File: config.mk
export PLATFORM = sky130hd
export DESIGN_NAME = s1_scatter
export DESIGN_NICKNAME = d
export VERILOG_FILES = /design/src/rtl/s1_scatter.sv
export SDC_FILE = /design/constraint.sdc
export NUM_CORES = 1
export LEC_CHECK = 0
export CORE_UTILIZATION = 46
export DETAILED_ROUTE_END_ITERATION = 8
export PLACE_DENSITY = 0.77
export SYNTH_ARGS = -nofsm -noshare
export SYNTH_HDL_FRONTEND = slang
export SYNTH_SLANG_ARGS = --single-unit
File: constraint.sdc
create_clock -name CLK -period 2.45 [get_ports CLK]
set_input_delay 0.245 -clock CLK [delete_from_list [all_inputs] [get_ports CLK]]
set_output_delay 0.245 -clock CLK [all_outputs]
set_load 0.02 [all_outputs]
File: src/rtl/s1_scatter.sv
// Word scatter into four single-entry output lanes, with per-packet lane lock and broadcast.
// Lane select and broadcast are sampled at packet start and held until the final word.
module s1_scatter #(
  parameter int unsigned N = 1
) (
  input  logic         CLK,
  input  logic         CLR,
  input  logic [N-1:0] D,
  input  logic         D_VLD,
  input  logic         D_LAST,
  output logic         D_RDY,
  input  logic         A1,
  input  logic         B1,
  input  logic         A0,
  input  logic         BCAST,
  output logic [N-1:0] Q00,
  output logic [N-1:0] Q01,
  output logic [N-1:0] Q10,
  output logic [N-1:0] Q11,
  output logic [3:0]   Q_VLD,
  input  logic [3:0]   Q_RDY,
  output logic [7:0]   WCNT
);

  localparam int unsigned LANES = 4;
  localparam int unsigned SEL_W = 2;

  typedef enum logic {IDLE, PKT} state_t;

  state_t             state_q, state_d;
  logic               lat_en;
  logic [SEL_W-1:0]   sel_live, sel_lat, eff_sel;
  logic               bcast_lat, eff_bc;
  logic [LANES-1:0]   lane_free, wr, qvld_d;
  logic               accept;
  logic [N-1:0]       lane_q [LANES];

  assign sel_live  = {A1 | B1, A0};
  assign eff_sel   = (state_q == PKT) ? sel_lat : sel_live;
  assign eff_bc    = (state_q == PKT) ? bcast_lat : BCAST;
  assign lane_free = ~Q_VLD | Q_RDY;
  assign D_RDY     = ~CLR & (eff_bc ? (&lane_free) : lane_free[eff_sel]);
  assign accept    = D_VLD & D_RDY;

  // Lane write enables and next valid: a write keeps a draining lane full.
  always_comb begin
    wr = '0;
    for (int i = 0; i < LANES; i++) begin
      wr[i] = accept & (eff_bc | (eff_sel == SEL_W'(i)));
    end
    qvld_d = wr | (Q_VLD & ~Q_RDY);
  end

  always_comb begin
    state_d = state_q;
    lat_en  = 1'b0;
    case (state_q)
      IDLE: begin
        if (accept && !D_LAST) begin
          state_d = PKT;
          lat_en  = 1'b1;
        end
      end
      PKT: begin
        if (accept && D_LAST) begin
          state_d = IDLE;
        end
      end
      default: state_d = IDLE;
    endcase
  end

  always_ff @(posedge CLK or posedge CLR) begin
    if (CLR) begin
      state_q   <= IDLE;
      sel_lat   <= '0;
      bcast_lat <= 1'b0;
      Q_VLD     <= '0;
      WCNT      <= '0;
      for (int i = 0; i < LANES; i++) lane_q[i] <= '0;
    end else begin
      state_q <= state_d;
      Q_VLD   <= qvld_d;
      if (lat_en) begin
        sel_lat   <= sel_live;
        bcast_lat <= BCAST;
      end
      if (accept) WCNT <= WCNT + 8'd1;
      for (int i = 0; i < LANES; i++) begin
        if (wr[i]) lane_q[i] <= D;
      end
    end
  end

  assign Q00 = lane_q[0];
  assign Q01 = lane_q[1];
  assign Q10 = lane_q[2];
  assign Q11 = lane_q[3];

endmodule
Word-level counts from Yosys, hierarchy flattened:

Index checks and enable logic that the tools add are counted.

* $lt $le $gt $ge: 1
* $add $sub $neg: 1
* reduce and logical (&&, ||, !) cells: 5
* multiplexer cells: 9
* equal/unequal tests: 3
* bitwise logic cells: 18

Operators by type and width (count)
* $add 8x1->8 const B: 1
* $not 4->4: 2
* $or 4x4->4: 2
* $and 1x1->1: 6
* $mux 1: 6
* $or 1x1->1: 5
* $and 4x4->4: 1
* $eq 2x2->1 const B: 2
* $reduce_and 4->1: 1
* $lt 2x3->1 const B: 1
* $bmux 1 s2: 1
* $eq 2x1->1 const B: 1
* $logic_and 1x1->1: 2
* $logic_not 2->1: 1
* $mux 2: 1
* $not 1->1: 2
* $pmux 1 s2: 1
* $logic_not 1->1: 1

* output and inout port bits: 17
* bits in registers: 20

Depth between registers and ports, before layout:

Gate-level depths: netlist (run 1).

* depth in word-level cells: 10
* gate-level depth with buffers: 7

Least setup slack after synthesis (run 1):

OpenSTA, ideal clock, no wires.

* path type: flip-flop to flip-flop
* start: register Q_VLD[1]
* end: register lane_q, in the netlist Q00
* cell stages (with the launch flop): 7
* data required time: 2325 ps
* data arrival time: 1921 ps
* setup time: 125 ps
* path buffers: 1
* setup slack: 404 ps
* path through: dfrtp_1 > nor2b_1 > nor4_1 > o31ai_4 > buf_6 > nor3_1 > mux2_2

* word-level cells in the longest chain between the ends: 8
* elaborated cells between the ends (all ways): 9
* those cells by class: mux: 3; bitwise: 5; reduce/logical: 1

Ends and longest elaborated chain
* start, declared: line 20 `output logic [3:0] Q_VLD,`
* start signal, assigned: line 83 `Q_VLD <= qvld_d;`
* $not 4->4 (*): line 41 `assign lane_free = ~Q_VLD | Q_RDY;`
* $or 4x4->4 (*): line 41
* $bmux 1 s2: line 42 `assign D_RDY = ~CLR & (eff_bc ? (&lane_free) : lane_free[eff_sel]);`
* $mux 1 (not written as such): line 42
* $mux 1 (*): line 42
* $and 1x1->1 (*): line 42
* $and 1x1->1 (*): line 43 `assign accept = D_VLD & D_RDY;`
* $and 1x1->1 (*): line 49 `wr[i] = accept & (eff_bc | (eff_sel == SEL_W'(i)));`
* end signal, assigned by index: line 90 `if (wr[i]) lane_q[i] <= D;`
* end, declared: line 36 `logic [N-1:0] lane_q [LANES];`

Every way passes the cells marked *; elsewhere a longest branch is shown, timed or not. The select of a mux whose other input is x is not followed.
A chain may end at the register's enable or synchronous reset.

==> results of run 1 <==
==> power by group through the flow <==
stage,Sequential [mW],Combinational (mW),Clock (mW)
floorplan,0.708,0.407,0
global placement,0.603,0.836,0
detailed placement,0.613,0.855,0
CTS,0.613,0.860,0.270
global route,0.640,0.930,0.283
finish,0.613,0.857,0.261
==> critical path, cell delays in order, from the launching register on <==
cell,delay [ns]
dfrtp_2,0.50
buf_4,0.18
nand2b_1,0.15
o211a_1,0.25
o31ai_4,0.29
nor2_1,0.08
dlygate4sd2_1,0.32
==> stage by stage <==
step                setup TNS (ns)  hold WS [ns]  utilization  area (sq um)  instances
detailed placement         -0.0122         0.462        0.646          1430        154
global route                     0         0.381        0.676          1500        158
floorplan                        0         0.240            -          1070         92
finish                           0         0.360        0.676          1500        158
global placement                 0         0.457        0.646          1430        154
CTS                              0         0.369        0.671          1490        158
==> layout by cell type (no fill, tap or decap), types with 2 or more instances in the layout <==
cell,synthesis,final
nand2_1,2,2
nor2_1,4,4
nor3_2,0,2
nor3_1,7,5
or2_2,5,5
xor2_1,6,6
clkbuf_4,0,3
mux2_2,7,7
nand3b_1,2,2
nor4_1,3,3
dfrtp_1,20,19
clkdlybuf4s50_1,0,28
nor2b_1,6,6
mux2i_2,1,2
buf_4,0,7
o21ai_0,4,4
nand4_1,2,2
==> metal layers <==
layer | wire length, microns | track usage | share of wire | vias to the layer above
met5 | 0 | 0 | 0 | -
met2 | 1090 | 0.367 | 0.49 | 24
met4 | 36 | 0.0880 | 0.016 | 0
met3 | 103 | 0.0576 | 0.046 | 5
li1 | - | - | - | 411
met1 | 1010 | 0.281 | 0.45 | 389
==> repair_timing <==
item | CTS | global route
gates cloned | 0 | 0
endpoints found under the setup margin | 1 | 2
resized for setup | 3 | 2
pin swaps | 0 | 0
==> cell families after synthesis <==
group	count (synthesis)	synth area share
flops	20	0.466
compound gates	13	0.110
xor+xnor	7	0.0571
simple gates	37	0.212
fa+ha+maj	1	0.0117
buf+inv	3	0.0245
mux	11	0.119
==> sequential cells by signal, summed over array words and instances, names as in the netlist, named ones only <==
signal / flops
Q10: 1
bcast_lat: 1
Q00: 1
WCNT: 8
sel_lat: 2
Q_VLD: 4
Q01: 1
Q11: 1
==> path summary, 6_finish.rpt <==
| path | to | depth (start not counted) | startpoint |
|---|---|---|---|
| max in group asynchronous | async pin | 3 | CLR |
| min in group CLK | WCNT[7] | 1 | WCNT[7] |
| min | WCNT[4] | 3 | CLR |
| min reg2reg | WCNT[7] | 1 | WCNT[7] |
| max | D_RDY | 6 | register |
| max reg2reg | Q10 | 6 | register |
==> area by class of cell <==
class	count	area [sq um]	share of cell area
clock inverter	1	30.0	0.0201
sequential	20	502	0.336
inverter	1	3.75	0.00251
tap	28	35.0	0.0234
clock buffer	3	22.5	0.0151
timing repair buffer	36	342	0.228
multi-input combinational	69	561	0.375
==> qor.yml, run 1 <==
drt:
  drt_wl_total_microns: 2230
  via_count: 829
  ant_nets: 0
  routed_via_density: 5.25
  drt-pass1-iter-count: 4
  drc: 0
  wl_per_cell_microns: 14.1
  drtIter0Drc: 18
clocking:
  clkSinkCount: 20
  clock_latency_ns: 0.30
  numCtsBuffers: 3
  hold_buffers: 0
  root_buffer: "clkbuf_4"
  clockBufferDepth: 2
  path_clk_slew_ns: 0.11
  cts_tree: "yes"
  cts_setup_buffers: 0
  ctsHtreeMaxLevel: 1
setup_path:
  cp.required_ns: 2.20
  rrSetupSlack_ns: 0.14
  worst-path-max-fanout: 8
  start_kind: "register"
  cp-end-kind: "output port"
  critPathKind: "reg -> out"
  worstPathArrival_ns: 2.08
die:
  num_rows: 17
  die_w_microns: 50.3
  start_util: 0.485
  dieArea_sq_um: 2530
  io_pins: 30
  die-height_microns: 50.3
  core_sq_um: 2210
timing:
  hold_viol: 0
  final-setup-viol-count: 0
  fmax_mhz: 429
  relSlewSlack: 0.737
  tightest_slew_ns: 0.391
  fin_crit_ns: 2.33
  fin_crit_sh: 0.951
  slew_violations: 0
  rsz0062_at_grt: "false"
  fin_worst_skew_ns: 0.0125
  setup_ws_ns: 0.121
power_and_ir_drop:
  swShare: 0.374
  intPower_mw: 1.08
  combPwrFrac: 0.495
  leakagePower_nw: 0.629
  seqPwrFrac: 0.354
  cellPowerDensity_nw_per_um2: 1160
  p_total_mw: 1.73
  p_sw_mw: 0.647
  vdd_drop_max_mv: 0.849
  clkPwrFrac: 0.151
worst_hold_path:
  min_path_type: "in -> async"
layout:
  drive_gt1_frac: 0.254
  area_growth_pct: 39.3
  nNetsFinal: 145
  fill_cells: 176
  antennaDiodeCount: 0
global_route:
  grt_max_degree: 21
  overflow: 0
  antenna_found_initial: 0
  grt_pass1_vias: 901
  grt_use_total: 0.224
  grt_pass1_wl_microns: 4130
synth:
  synthesis.area_sq_um: 1070
  syn-num-nets: 106
  synth.most_common_cell: "dfrtp_1"
  synth-edff-count: 0
  synth_seq_cells: 20
  syn_inst: 92
  yosysTopAreaCell: "dfrtp_1"
  yosysWarnings: 0
  synth_common_cells: "dfrtp_1 (20), mux2_2 (7), nor3_1 (7), nor2b_1 (6), xor2_1 (6)"
  synth-main-ff-cell: "dfrtp_1"
  yosysUniqueCellTypes: 34
  avgSynthCellArea_sq_um: 11.7
  ys_seq_area_frac: 0.466
  ys_top_cells_by_area: "dfrtp_1 (47%), mux2_2 (7.3%), xor2_1 (4.9%)"
  async_flop_share: 1.00
  synth_top_area_frac: 0.466
job:
  cap_violations: 0
placed_design:
  gp_congestion: 0.823
  dp_hpwl_microns: 1750
  pre_cts_ws_ns: -0.0122
  portBuffers: 29
run_status:
  outcome: "finished, final reports clean"
Power figures use the tool's default switching activity.
==> run 2, diff against run 1 <==
Settings changed: SETUP_SLACK_MARGIN from default to 0.4.
==> run 2 against run 1 <==
Against the previous run:
- final cell count rose by 5.7%
- non-clock buffer count up 9
- worst hold slack improved by 0.0075 ns
- first-iteration DRC count fell by 44%
- core utilization increased by 7.2 points
- combinational power is 24% higher
- global-route usage up 1.2 points
- routed wire length up 28%
- design area rose by 11%
- sequential share of layout area down 3.2 points
- highest routed layer unchanged
- total power up 12%
- clock-buffer cell count did not move
==> qor.yml, run 2 (synthesis results as in run 1) <==
clocking:
  path_clk_slew_ns: 0.11  # about the same
  numCtsBuffers: 3  # unchanged
  ctsHtreeMaxLevel: 1  # unchanged
  clkSinkCount: 20  # unchanged
  clockBufferDepth: 2  # unchanged
  cts_tree: "yes"
  clock_latency_ns: 0.30  # about the same
  root_buffer: "clkbuf_4"
global_route:
  overflow: 0  # unchanged
  antenna_found_initial: 0  # unchanged
  grt_use_total: 0.236  # +0.0123
  grt_pass1_vias: 932  # +3.4%
  grt_pass1_wl_microns: 4310  # +4.2%
  grt_max_degree: 21  # unchanged
setup_path:
  critPathKind: "reg -> reg"
  slowest_stage: "dfrtp_2"
  start_kind: "register"
  cp.required_ns: 2.65  # +0.45 ns
  worst-path-max-fanout: 6  # -2
  crit_chain: "mux2i_4 > mux2i_2 > buf_4 > o211ai_4 > nor4_4 > mux2_2"
  max_stage_delay_ns: 0.47  # -0.03 ns
  worstPathArrival_ns: 2.43  # +0.35 ns
  cp-end-kind: "register"
run_status:
  outcome: "finished, final reports clean"
die:
  die-height_microns: 50.3  # unchanged
  core_sq_um: 2210  # unchanged
  io_pins: 30  # unchanged
  dieArea_sq_um: 2530  # unchanged
  start_util: 0.485  # unchanged
  num_rows: 17  # unchanged
  die_w_microns: 50.3  # unchanged
placed_design:
  portBuffers: 29  # unchanged
  dp_hpwl_microns: 1750  # unchanged
  dp.cells: 154  # unchanged
  gp_congestion: 0.823  # unchanged
timing:
  tightest_slew_ns: 0.391  # -0.000325 ns
  fin_worst_skew_ns: 0.00583  # -0.00666 ns
  fin_crit_sh: 0.910  # -0.0410
  tns_ns: 0  # unchanged
  slew_violations: 0  # unchanged
  hold_viol: 0  # unchanged
  fmax_mhz: 449  # +4.5%
  fin_crit_ns: 2.23  # -0.101 ns
  final-setup-viol-count: 0  # unchanged
  relSlewSlack: 0.738  # +0.00108
  rsz0062_at_grt: "true"
power_and_ir_drop:
  clkPwrFrac: 0.136  # -0.015
  vdd_drop_max_mv: 0.904  # +6.5%
  cellPowerDensity_nw_per_um2: 1180  # +1.6%
  p_sw_mw: 0.763  # +18%
  leakagePower_nw: 0.700  # +11%
  combPwrFrac: 0.543  # +0.048
  swShare: 0.392  # +0.0182
  intPower_mw: 1.18  # +9.2%
  seqPwrFrac: 0.321  # -0.033
layout:
  largest_registers: "WCNT: 8 flops, Q_VLD: 4 flops, sel_lat: 2 flops"
  area_growth_pct: 54.1
  top_register: "WCNT"
  nNetsFinal: 154  # +6.2%
  instances_no_fill: 167  # +5.7%
  largest_reg_flops: 8  # unchanged
  layout_common_cells: "clkdlybuf4s50_1 (28), dfrtp_1 (19), buf_4 (15)"
  antennaDiodeCount: 0  # unchanged
  final_common_cell: "clkdlybuf4s50_1"
  drive_gt1_frac: 0.360  # +0.106
  fill_cells: 149  # -15%
drt:
  drc: 0  # unchanged
  drt_wl_total_microns: 2870  # +28%
  wl_per_cell_microns: 17.2  # +21%
  routed_via_density: 5.62  # +7.2%
  via_count: 939  # +13%
  ant_nets: 0  # unchanged
  drt-pass1-iter-count: 4  # unchanged
  drtIter0Drc: 10  # -8
job:
  cap_violations: 0  # unchanged
worst_hold_path:
  min_path_type: "in -> async"
## run 2: cell type report
type	instances	area, sq um	area share
clock buffers	3	22.5	0.0136
clock inverters	1	30.0	0.0182
inverters	1	3.75	0.00227
multi-input cells	69	652	0.394
flip-flops and latches	20	502	0.303
well taps	28	35.0	0.0212
repair buffers	45	409	0.247
## run 2: timing repair
item	4_1_cts	5_1_grt
endpoints found under the hold margin	0	0
pin swaps	2	5
setup buffers	4	5
endpoints found under the setup margin	15	15
hold buffers	0	0
gates resized for setup	15	9
gates cloned	0	0
## run 2: worst max-delay path: cells and delay by family, from the launching register on
kind | cells | cell delay [ns]
buf+inv | 1 | 0.16
compound gates | 1 | 0.13
simple gates | 1 | 0.42
mux | 3 | 0.95
flops | 1 | 0.47
## run 2: worst paths after layout
check | slack (ns) | endpoint | startpoint | cells after the start
max | 0.22 | bcast_lat | register | 6
min | 0.37 | WCNT[4] | CLR | 3
max reg2reg | 0.22 | bcast_lat | register | 6
min reg2reg | 0.48 | WCNT[7] | WCNT[7] | 1
max in group asynchronous | 1.87 | async pin | CLR | 3
min in group CLK | 0.48 | WCNT[7] | WCNT[7] | 1
## run 2: through the flow
stage / cell area, sq um / hold WS [ns] / setup slack (ns) / total power, mW / utilization
final: 1650 / 0.368 / 0.222 / 1.95 / 0.748
after CTS: 1560 / 0.369 / 0.305 / 1.84 / 0.706
after global routing: 1650 / 0.376 / 0.133 / 2.05 / 0.748
after detailed placement: 1430 / 0.462 / -0.0122 / 1.47 / 0.646
after global placement: 1430 / 0.457 / 0.0787 / 1.44 / 0.646
after floorplan: 1070 / 0.240 / 0.404 / 1.11 / -
## run 2: power groups by stage
stage / Combinational (mW) / Clock [mW] / Sequential, mW
floorplan: 0.407 / 0 / 0.708
global placement: 0.836 / 0 / 0.603
detailed placement: 0.855 / 0 / 0.613
CTS: 0.958 / 0.270 / 0.615
global route: 1.12 / 0.286 / 0.647
finish: 1.06 / 0.264 / 0.625
## run 2: routing by layer
layer / vias up / GRT usage / wire [microns]
met1: 474 / 0.287 / 1170
met2: 30 / 0.398 / 1520
met5: - / 0 / 0
met4: 0 / 0.0926 / 62
met3: 6 / 0.0606 / 117
li1: 429 / - / -
